==> src/rtl/hpdcache_mem_read_responder.sv <==
// Memory-side responder for HPDcache refill reads: serves one burst at a time from a
// single-port array with one-cycle read latency, through a two-entry credit-managed FIFO.
module hpdcache_mem_read_responder #(
    parameter int unsigned PA_WIDTH       = 49,
    parameter int unsigned BEAT_WIDTH     = 256,
    parameter int unsigned ID_WIDTH       = 4,
    parameter int unsigned LEN_WIDTH      = 3,
    parameter int unsigned ARR_ADDR_WIDTH = 12
) (
    input  logic                      clk_i,
    input  logic                      rst_i,

    input  logic                      req_valid_i,
    output logic                      req_ready_o,
    input  logic [PA_WIDTH-1:0]       req_addr_i,
    input  logic [LEN_WIDTH-1:0]      req_len_i,
    input  logic [ID_WIDTH-1:0]       req_id_i,

    output logic                      arr_req_o,
    output logic [ARR_ADDR_WIDTH-1:0] arr_addr_o,
    input  logic [BEAT_WIDTH-1:0]     arr_rdata_i,

    output logic                      resp_valid_o,
    input  logic                      resp_ready_i,
    output logic [BEAT_WIDTH-1:0]     resp_data_o,
    output logic [ID_WIDTH-1:0]       resp_id_o,
    output logic                      resp_last_o,
    output logic                      resp_error_o
);

    localparam int unsigned BEAT_BYTES = BEAT_WIDTH / 8;
    localparam int unsigned OFF_BITS   = $clog2(BEAT_BYTES);
    localparam int unsigned CNT_WIDTH  = LEN_WIDTH + 1;

    typedef enum logic [1:0] {
        ST_IDLE  = 2'd0,
        ST_BURST = 2'd1,
        ST_ERR   = 2'd2
    } state_e;

    state_e                    state_q, state_d;
    logic [ID_WIDTH-1:0]       id_q, id_d;
    logic [ARR_ADDR_WIDTH-1:0] beat_idx_q, beat_idx_d;
    logic [CNT_WIDTH-1:0]      issue_left_q, issue_left_d;
    logic                      inflight_q, inflight_d;
    logic                      inflight_last_q, inflight_last_d;

    logic [BEAT_WIDTH-1:0]     fifo_data_q [2];
    logic [BEAT_WIDTH-1:0]     fifo_data_d [2];
    logic [1:0]                fifo_last_q, fifo_last_d;
    logic                      fifo_wptr_q, fifo_wptr_d;
    logic                      fifo_rptr_q, fifo_rptr_d;
    logic [1:0]                fifo_cnt_q, fifo_cnt_d;

    logic                      req_fire;
    logic                      req_aligned;
    logic                      fifo_push;
    logic                      fifo_pop;
    logic                      last_pop;
    logic [2:0]                occ_after;
    logic                      issue_en;

    // Address bits above the array index are deliberately ignored.
    logic unused_addr_bits;
    assign unused_addr_bits = ^req_addr_i[PA_WIDTH-1:OFF_BITS+ARR_ADDR_WIDTH];

    always_comb begin
        req_fire    = req_valid_i && (state_q == ST_IDLE) && !rst_i;
        req_aligned = (req_addr_i[OFF_BITS-1:0] == '0);
        fifo_push   = inflight_q;
        fifo_pop    = (state_q == ST_BURST) && (fifo_cnt_q != 2'd0) && resp_ready_i;
        last_pop    = fifo_pop && fifo_last_q[fifo_rptr_q];
        // A slot freed by this cycle's pop may be reused by this cycle's issue.
        occ_after   = {1'b0, fifo_cnt_q} + {2'b00, inflight_q} - {2'b00, fifo_pop};
        issue_en    = (state_q == ST_BURST) && (issue_left_q != '0) && (occ_after < 3'd2);
    end

    always_ff @(posedge clk_i) begin
        if (rst_i) begin
            state_q <= ST_IDLE;
        end else begin
            state_q <= state_d;
        end
    end

    always_comb begin
        state_d = state_q;
        case (state_q)
            ST_IDLE: begin
                if (req_fire) begin
                    state_d = req_aligned ? ST_BURST : ST_ERR;
                end
            end
            ST_BURST: begin
                if (last_pop) begin
                    state_d = ST_IDLE;
                end
            end
            ST_ERR: begin
                if (resp_ready_i) begin
                    state_d = ST_IDLE;
                end
            end
            default: state_d = ST_IDLE;
        endcase
    end

    always_comb begin
        req_ready_o  = 1'b0;
        arr_req_o    = 1'b0;
        arr_addr_o   = beat_idx_q;
        resp_valid_o = 1'b0;
        resp_data_o  = '0;
        resp_id_o    = '0;
        resp_last_o  = 1'b0;
        resp_error_o = 1'b0;
        case (state_q)
            ST_IDLE: begin
                req_ready_o = !rst_i;
            end
            ST_BURST: begin
                arr_req_o = issue_en;
                if (fifo_cnt_q != 2'd0) begin
                    resp_valid_o = 1'b1;
                    resp_data_o  = fifo_data_q[fifo_rptr_q];
                    resp_id_o    = id_q;
                    resp_last_o  = fifo_last_q[fifo_rptr_q];
                end
            end
            ST_ERR: begin
                resp_valid_o = 1'b1;
                resp_id_o    = id_q;
                resp_last_o  = 1'b1;
                resp_error_o = 1'b1;
            end
            default: ;
        endcase
    end

    always_comb begin
        id_d            = id_q;
        beat_idx_d      = beat_idx_q;
        issue_left_d    = issue_left_q;
        inflight_d      = 1'b0;
        inflight_last_d = inflight_last_q;
        fifo_data_d     = fifo_data_q;
        fifo_last_d     = fifo_last_q;
        fifo_wptr_d     = fifo_wptr_q;
        fifo_rptr_d     = fifo_rptr_q;

        if (req_fire) begin
            id_d         = req_id_i;
            beat_idx_d   = req_addr_i[OFF_BITS +: ARR_ADDR_WIDTH];
            issue_left_d = req_aligned ? ({1'b0, req_len_i} + CNT_WIDTH'(1)) : '0;
        end

        if (issue_en) begin
            beat_idx_d      = beat_idx_q + ARR_ADDR_WIDTH'(1);
            issue_left_d    = issue_left_q - CNT_WIDTH'(1);
            inflight_d      = 1'b1;
            inflight_last_d = (issue_left_q == CNT_WIDTH'(1));
        end

        // Array data is valid exactly one cycle after its issue and is always captured.
        if (fifo_push) begin
            fifo_data_d[fifo_wptr_q] = arr_rdata_i;
            fifo_last_d[fifo_wptr_q] = inflight_last_q;
            fifo_wptr_d              = ~fifo_wptr_q;
        end

        if (fifo_pop) begin
            fifo_rptr_d = ~fifo_rptr_q;
        end

        fifo_cnt_d = fifo_cnt_q + {1'b0, fifo_push} - {1'b0, fifo_pop};
    end

    always_ff @(posedge clk_i) begin
        if (rst_i) begin
            id_q            <= '0;
            beat_idx_q      <= '0;
            issue_left_q    <= '0;
            inflight_q      <= 1'b0;
            inflight_last_q <= 1'b0;
            fifo_last_q     <= '0;
            fifo_wptr_q     <= 1'b0;
            fifo_rptr_q     <= 1'b0;
            fifo_cnt_q      <= 2'd0;
        end else begin
            id_q            <= id_d;
            beat_idx_q      <= beat_idx_d;
            issue_left_q    <= issue_left_d;
            inflight_q      <= inflight_d;
            inflight_last_q <= inflight_last_d;
            fifo_last_q     <= fifo_last_d;
            fifo_wptr_q     <= fifo_wptr_d;
            fifo_rptr_q     <= fifo_rptr_d;
            fifo_cnt_q      <= fifo_cnt_d;
        end
    end

    // Payload storage needs no reset: entries are only visible while counted as occupied.
    always_ff @(posedge clk_i) begin
        fifo_data_q <= fifo_data_d;
    end

endmodule

==> config.mk <==
export PLATFORM = sky130hd
export DESIGN_NAME = hpdcache_mem_read_responder
export DESIGN_NICKNAME = d
export VERILOG_FILES = /design/src/rtl/hpdcache_mem_read_responder.sv
export SDC_FILE = /design/constraint.sdc
export NUM_CORES = 1
export LEC_CHECK = 0
export CAP_MARGIN = 10
export CORE_AREA = 2 2 293 295
export DETAILED_ROUTE_END_ITERATION = 6
export DIE_AREA = 0 0 295 297
export PLACE_DENSITY = 0.48
export SLEW_MARGIN = 20
export SYNTH_ARGS = -nofsm -noshare
export SYNTH_HDL_FRONTEND = slang
export SYNTH_SLANG_ARGS = --single-unit
==> constraint.sdc <==
create_clock -name clk_i -period 9.8 [get_ports clk_i]
set_input_delay 2.94 -clock clk_i [delete_from_list [all_inputs] [get_ports clk_i]]
set_output_delay 2.94 -clock clk_i [all_outputs]
set_load 0.05 [all_outputs]
==> qor.yml, run 1 <==
sta:
  rsz0062_at_grt: "no"
  finalCriticalPeriod_ns: 8.64
  hold-worst-slack_ns: 0.476
  slew_viol_final: 0
  setup_ws_ns: 1.16
  fmax_mhz: 116
  maxSlewHeadroom_pct: 28.0
  setup_viol: 0
  skew_ns: 0.0191
  worstMarginPinSlew_ns: 1.08
  hold_violations: 0
  tns_ns: 0
  period_share_pct: 88.1
synth:
  synthAdderAreaFrac_pct: 0.694
  synth-simple-area-share_pct: 6.65
  synth_flop_cell: "edfxtp_1"
  synth_area_leader_cell: "edfxtp_1"
  muxShareOfSynthArea_pct: 12.5
  yosys_warnings: 0
  syn_inst: 1296
  async_flop_share_pct: 0
  avgSynthCellArea_um2: 16.1
  synth_area_um2: 20900
  ys_types: 51
  synth_top_family_by_area: "multiplexers"
  synth-compound-area-share_pct: 1.73
  synthXorXnorAreaFrac_pct: 0.299
  synth-seq-area-share_pct: 76.4
  synth-edff-count: 512
  netlist.area_leader.share_pct: 73.5
  synth.most_common_cell: "edfxtp_1"
  ys_top_cells_by_count: "512 x edfxtp_1, 272 x nor2_1, 262 x mux2i_1, 35 x clkbuf_1, 30 x dfxtp_1"
  synth_seq_cells: 542
  synth_area_leaders: "edfxtp_1 73%, mux2i_1 13%, nor2_1 4.9%"
  syn_nets: 1623
power:
  power_switching_w: 0.00100
  pwr_density_cell_nw_per_um2: 165
  p_seq_share_pct: 51.9
  ir_worst_vdd_uv: 151
  power.internal_w: 0.00390
  clkPwrFrac_pct: 44.0
  p_total_w: 0.00490
  leakage_nw: 9.10
  power_frac_comb_pct: 4.1
  swShare_pct: 20.5
cells_and_area:
  n_fill_cell: 8167
  areaGrowthSynthToFinish_pct: 42.2
  drive_gt1_share_pct: 5.52
  fin_area_um2: 29800
  nNetsFinal: 2194
global_routing:
  overflow: 0
  grt_pass1_vias: 13298
  grt_max_degree: 149
  grt_pass1_wl_mm: 83.5
  track_usage_pct: 12.5
  antenna_found_initial: 13
clock_network:
  cts_tree: "yes"
  h-tree-depth: 2
  cts_resized: 0
  cts.path.max_buffers: 3
  clk-insertion-delay-late_ns: 0.62
  clk_pin_slew_worst_paths_ns: 0.05
  cts_buffers: 61
  post-cts-setup-buffer-count: 0
  hold_buffers: 0
  cts-root-buf: "clkbuf_16"
  cts_sinks: 542
route:
  drt_iter0_drc: 563
  drt-total-wl_mm: 56.4
  post_drt_wl_per_cell_um: 18.4
  viasPerCell: 4.11
  ant_nets: 0
  dr_total_vias: 12610
  drc_errors: 0
  drt_pass1_iterations: 4
floorplan:
  rows: 107
  io_pins: 593
  fp.dieH_um: 297
  initial_utilization_pct: 24.8
  dieArea_um2: 87600
  core_region_area_um2: 84500
  die_w_um: 295
job:
  timing.max_cap.violations: 0
worst_setup_path:
  crit_path_end_kind: "output pin"
  worstSetupStartpointType: "primary input"
  ff2ff_path_depth: 15
  worstPathMaxFanout: 14
  worstPathArrival_ns: 5.70
  worstSetupPathType: "primary input to output pin"
  worstPathRequired_ns: 6.86
placement:
  place_area_um2: 27800
  pre_cts_ws_ns: 1.18
  hpwl_mm: 36.6
  gp_congestion: 0.759
  io_buffers: 560
worst_hold_path:
  hp-class: "flip-flop to flip-flop"
  whs_path_depth: 2
status:
  status: "complete, no violations"
-- power by group through the flow --
| stage | Clock (W) | Combinational, W | Sequential, W |
|---|---|---|---|
| finish | 0.00216 | 0.000201 | 0.00254 |
| detailed placement | 0 | 0.000200 | 0.00259 |
| CTS | 0.00225 | 0.000201 | 0.00254 |
| global placement | 0 | 0.000195 | 0.00259 |
| global route | 0.00233 | 0.000215 | 0.00254 |
| floorplan | 0 | 0.0000415 | 0.00260 |
-- sequential cells by signal, indices dropped and copies added (netlist names) --
register,flops
state_q,2
inflight_last_q,1
fifo_cnt_q,2
fifo_last_q,2
arr_addr_o,12
issue_left_q,4
fifo_push,1
fifo_data_q,512
fifo_rptr_q,1
fifo_wptr_q,1
id_q,4
-- worst paths after layout --
path	startpoint	endpoint	slack (ns)
setup / recovery	resp_ready_i	arr_req_o	1.16
hold / removal	fifo_wptr_q	fifo_wptr_q	0.48
setup reg to reg	state_q[1]	arr_addr_o[5]	6.26
hold reg to reg	fifo_wptr_q	fifo_wptr_q	0.48
-- cell type report --
cell class              instances  area [um^2]  area share (%)
clock buffers                  85         1670            5.60
clock inverters                30          228           0.765
well taps                    1144         1430            4.81
inverters                      20         82.6           0.277
diodes                          6         15.0          0.0505
flip-flops and latches        542        16000            53.7
multi-input cells             668         4600            15.5
repair buffers                574         5760            19.3
-- logic make-up after synthesis --
family | count (synthesis)
flops | 542
fa+ha+maj | 11
compound gates | 51
simple gates | 339
buf+inv | 86
xor+xnor | 5
mux | 262
-- critical path: stages --
cell and delay [ns]:
clkdlybuf4s50_1 0.47, o211ai_1 0.15, inv_1 0.09, ha_1 0.22, inv_1 0.05, ha_1 0.14, inv_1 0.05, fa_1 0.54
and2_1 0.28, nand3_2 0.35, inv_1 0.19, buf_4 0.22
-- cell usage in the layout, fill, tap and decap left out, types with 4 or more instances in the layout --
cell type | netlist | routed
nor2_1 | 272 | 272
nand2_1 | 23 | 23
nand3_1 | 11 | 11
clkinv_1 | 0 | 13
mux2i_1 | 262 | 262
inv_1 | 20 | 19
buf_4 | 2 | 11
diode_2 | 0 | 6
o31ai_1 | 4 | 4
a2bb2oi_1 | 4 | 4
a21oi_1 | 8 | 8
ha_1 | 10 | 10
clkinv_2 | 0 | 7
nand3b_1 | 5 | 5
clkbuf_1 | 35 | 20
a31oi_1 | 9 | 9
clkbuf_16 | 0 | 62
clkdlybuf4s50_1 | 0 | 559
edfxtp_1 | 512 | 512
buf_12 | 0 | 4
clkinvlp_4 | 0 | 4
nor4_1 | 4 | 4
o21ai_0 | 8 | 8
dfxtp_1 | 30 | 29
-- routing by layer --
layer,up-vias,share of wire [%],track usage (%)
met1,6142,38,13.8
met5,-,0.19,0
met4,16,2.2,3.36
met3,99,9.9,5.55
met2,379,50,21.7
li1,5974,-,-
-- through the flow --
stage,utilization (%),std cells
after global placement,33.0,2948
after floorplan,-,1296
after CTS,35.2,3063
final,35.2,3069
after global routing,35.2,3066
after detailed placement,33.0,2948
Note: power is estimated with default switching activity, not from simulation.
==> run 2, diff against run 1 <==
==> constraint.sdc (replaced) <==
create_clock -name clk_i -period 9.8 [get_ports clk_i]
set_input_delay 1.96 -clock clk_i [delete_from_list [all_inputs] [get_ports clk_i]]
set_output_delay 1.96 -clock clk_i [all_outputs]
set_load 0.05 [all_outputs]
==> qor.yml, run 2 (synthesis results as in run 1) <==
global_routing:
  grt_max_degree: 164  # was 149
  use_met3_pct: 5.16  # was 5.55%
  track_usage_pct: 12.6  # was 12.5%
  grt_pass1_wl_mm: 84.6  # was 83.5 mm
  use_met2_pct: 21.8  # was 21.7%
  antenna_found_initial: 10  # was 13
  overflow: 0  # unchanged
  grt.busiest_layer: "met2"  # unchanged
  grt_pass1_vias: 13317  # was 13298
  use_met1_pct: 14.1  # was 13.8%
floorplan:
  dieArea_um2: 87600  # unchanged
  rows: 107  # unchanged
  die_w_um: 295  # unchanged
  io_pins: 593  # unchanged
  initial_utilization_pct: 24.8  # unchanged
  fp.dieH_um: 297  # unchanged
  core_region_area_um2: 84500  # unchanged
clock_network:
  post-cts-setup-buffer-count: 0  # unchanged
  hold_buffers: 0  # unchanged
  cts.path.max_buffers: 3  # unchanged
  cts_resized: 0  # unchanged
  cts-root-buf: "clkbuf_16"  # unchanged
  cts_tree: "yes"  # unchanged
  h-tree-depth: 2  # unchanged
  clk-insertion-delay-late_ns: 0.63  # was 0.62 ns
  clk_pin_slew_worst_paths_ns: 0.07  # was 0.05 ns
  cts_buffers: 61  # unchanged
  cts_sinks: 542  # unchanged
worst_hold_path:
  whs_path_depth: 2  # unchanged
  hold-path-endpoint: "fifo_wptr_q"  # unchanged
  min_from: "fifo_wptr_q"  # unchanged
  hp-class: "flip-flop to flip-flop"  # unchanged
worst_setup_path:
  critPathSlowestCell: "clkdlybuf4s50_1"  # was fa_1
  worstPathRequired_ns: 7.84  # was 6.86 ns
  r2r_start: "state_q[1]"  # unchanged
  crit_chain: "clkdlybuf4s50_1 > o211ai_1 > inv_1 > ha_1 > inv_1 > ha_1 > inv_1 > fa_1 > and2_1 > nand3_2 > inv_1 > clkdlybuf4s50_1"  # was clkdlybuf4s50_1 > o211ai_1 > inv_1 > ha_1 > inv_1 > ha_1 > inv_1 > fa_1 > and2_1 > nand3_2 > inv_1 > buf_4
  path_delay_family: "buffers and inverters"  # unchanged
  worstPathArrival_ns: 5.89  # was 5.70 ns
  slowest_delay_ns: 0.95  # was 0.54 ns
  crit_buf_inv: 6  # unchanged
  r2r_setup_slack_ns: 6.04  # was 6.26 ns
  ff2ff_path_depth: 14  # was 15
  worst_path_most_repeated_cell: "inv_1"  # unchanged
  worstPathMaxFanout: 22  # was 14
  r2r_end: "arr_addr_o[10]"  # was arr_addr_o[5]
  worstSetupStartpointType: "primary input"  # unchanged
  crit_path_end_kind: "output pin"  # unchanged
  worstSetupPathType: "primary input to output pin"  # unchanged
sta:
  setup_viol: 0  # unchanged
  rsz0062_at_grt: "no"  # unchanged
  slew_viol_final: 0  # unchanged
  tns_ns: 0  # unchanged
  period_share_pct: 80.1  # was 88.1%
  worstMarginPinSlew_ns: 1.16  # was 1.08 ns
  hold_violations: 0  # unchanged
  skew_ns: 0.0158  # was 0.0191 ns
  finalCriticalPeriod_ns: 7.85  # was 8.64 ns
  fmax_mhz: 127  # was 116 MHz
  maxSlewHeadroom_pct: 22.7  # was 28.0%
route:
  drt-total-wl_mm: 57.2  # was 56.4 mm
  viasPerCell: 4.15  # was 4.11
  drt_iter0_drc: 540  # was 563
  drc_errors: 0  # unchanged
  ant_nets: 0  # unchanged
  drt_pass1_iterations: 4  # unchanged
  post_drt_wl_per_cell_um: 18.7  # was 18.4 um
  dr_total_vias: 12703  # was 12610
cells_and_area:
  nNetsFinal: 2192  # was 2194
  drive_gt1_share_pct: 5.63  # was 5.52%
  largest-register: "fifo_data_q"  # unchanged
  final_core_util_pct: 35.3  # was 35.2%
  largest_register_ffs: 512  # unchanged
  layout_commonest_cell: "clkdlybuf4s50_1"  # unchanged
  n_fill_cell: 8160  # was 8167
  final_cell_mix: "560 x clkdlybuf4s50_1, 512 x edfxtp_1, 272 x nor2_1"  # was 559 x clkdlybuf4s50_1, 512 x edfxtp_1, 272 x nor2_1
  areaGrowthSynthToFinish_pct: 42.6  # was 42.2%
power:
  ir_worst_vdd_uv: 130  # was 151 uV
  leakage_nw: 9.14  # was 9.10 nW
  pwr_density_cell_nw_per_um2: 169  # was 165 nW/um^2
placement:
  io_buffers: 560  # unchanged
  gp_congestion: 0.749  # was 0.759
  hpwl_mm: 36.8  # was 36.6 mm
status:
  status: "complete, no violations"  # unchanged
job:
  timing.max_cap.violations: 0  # unchanged
==> run 2: layout make-up <==
type	instances	area, um^2	share of cell area (%)
clock inverter	40	380	1.27
sequential	542	16000	53.6
antenna	3	7.51	0.0252
tap	1144	1430	4.80
timing repair buffer	572	5740	19.2
clock buffer	75	1620	5.43
inverter	20	82.6	0.277
multi-input combinational	668	4600	15.4
==> run 2: worst min-delay path, delay by kind of cell, from the launching register on <==
kind	cells	cell delay, ns
AO/OA/AOI/OAI	1	0.06
flip-flops	1	0.32
AND/OR/NAND/NOR	1	0.05
==> run 2: per-stage QoR <==
step                hold slack (ns)  setup slack, ns  instances  total power [W]  instance area, um^2
floorplan                     0.440             2.90       1296          0.00265                20900
global placement              0.456             1.96       2946          0.00279                27800
detailed placement            0.469             1.96       2946          0.00279                27800
CTS                           0.478             1.94       3061          0.00511                29800
global route                  0.496             1.70       3062          0.00522                29800
finish                        0.473             1.95       3064          0.00503                29800
==> run 2: layer usage <==
| layer | wire [um] | up-vias |
|---|---|---|
| li1 | - | 5967 |
| met1 | 21900 | 6206 |
| met2 | 28500 | 411 |
| met3 | 5310 | 101 |
| met4 | 1420 | 18 |
| met5 | 126 | - |
==> run 2: power by group <==
group / internal [W] / switching [W] / total (W)
clock: 0.00133 / 0.000953 / 0.00228
combinational: 0.000123 / 0.0000794 / 0.000203
sequential: 0.00254 / 0.00000667 / 0.00254
==> run 2: worst max path at each step <==
stage | from | end | cells after the start
floorplan | fifo_wptr_q | fifo_last_q[1] | 3
global placement | resp_ready_i | arr_req_o | 12
detailed placement | resp_ready_i | arr_req_o | 12
CTS | resp_ready_i | arr_req_o | 12
global route | resp_ready_i | arr_req_o | 12
finish | resp_ready_i | arr_req_o | 12
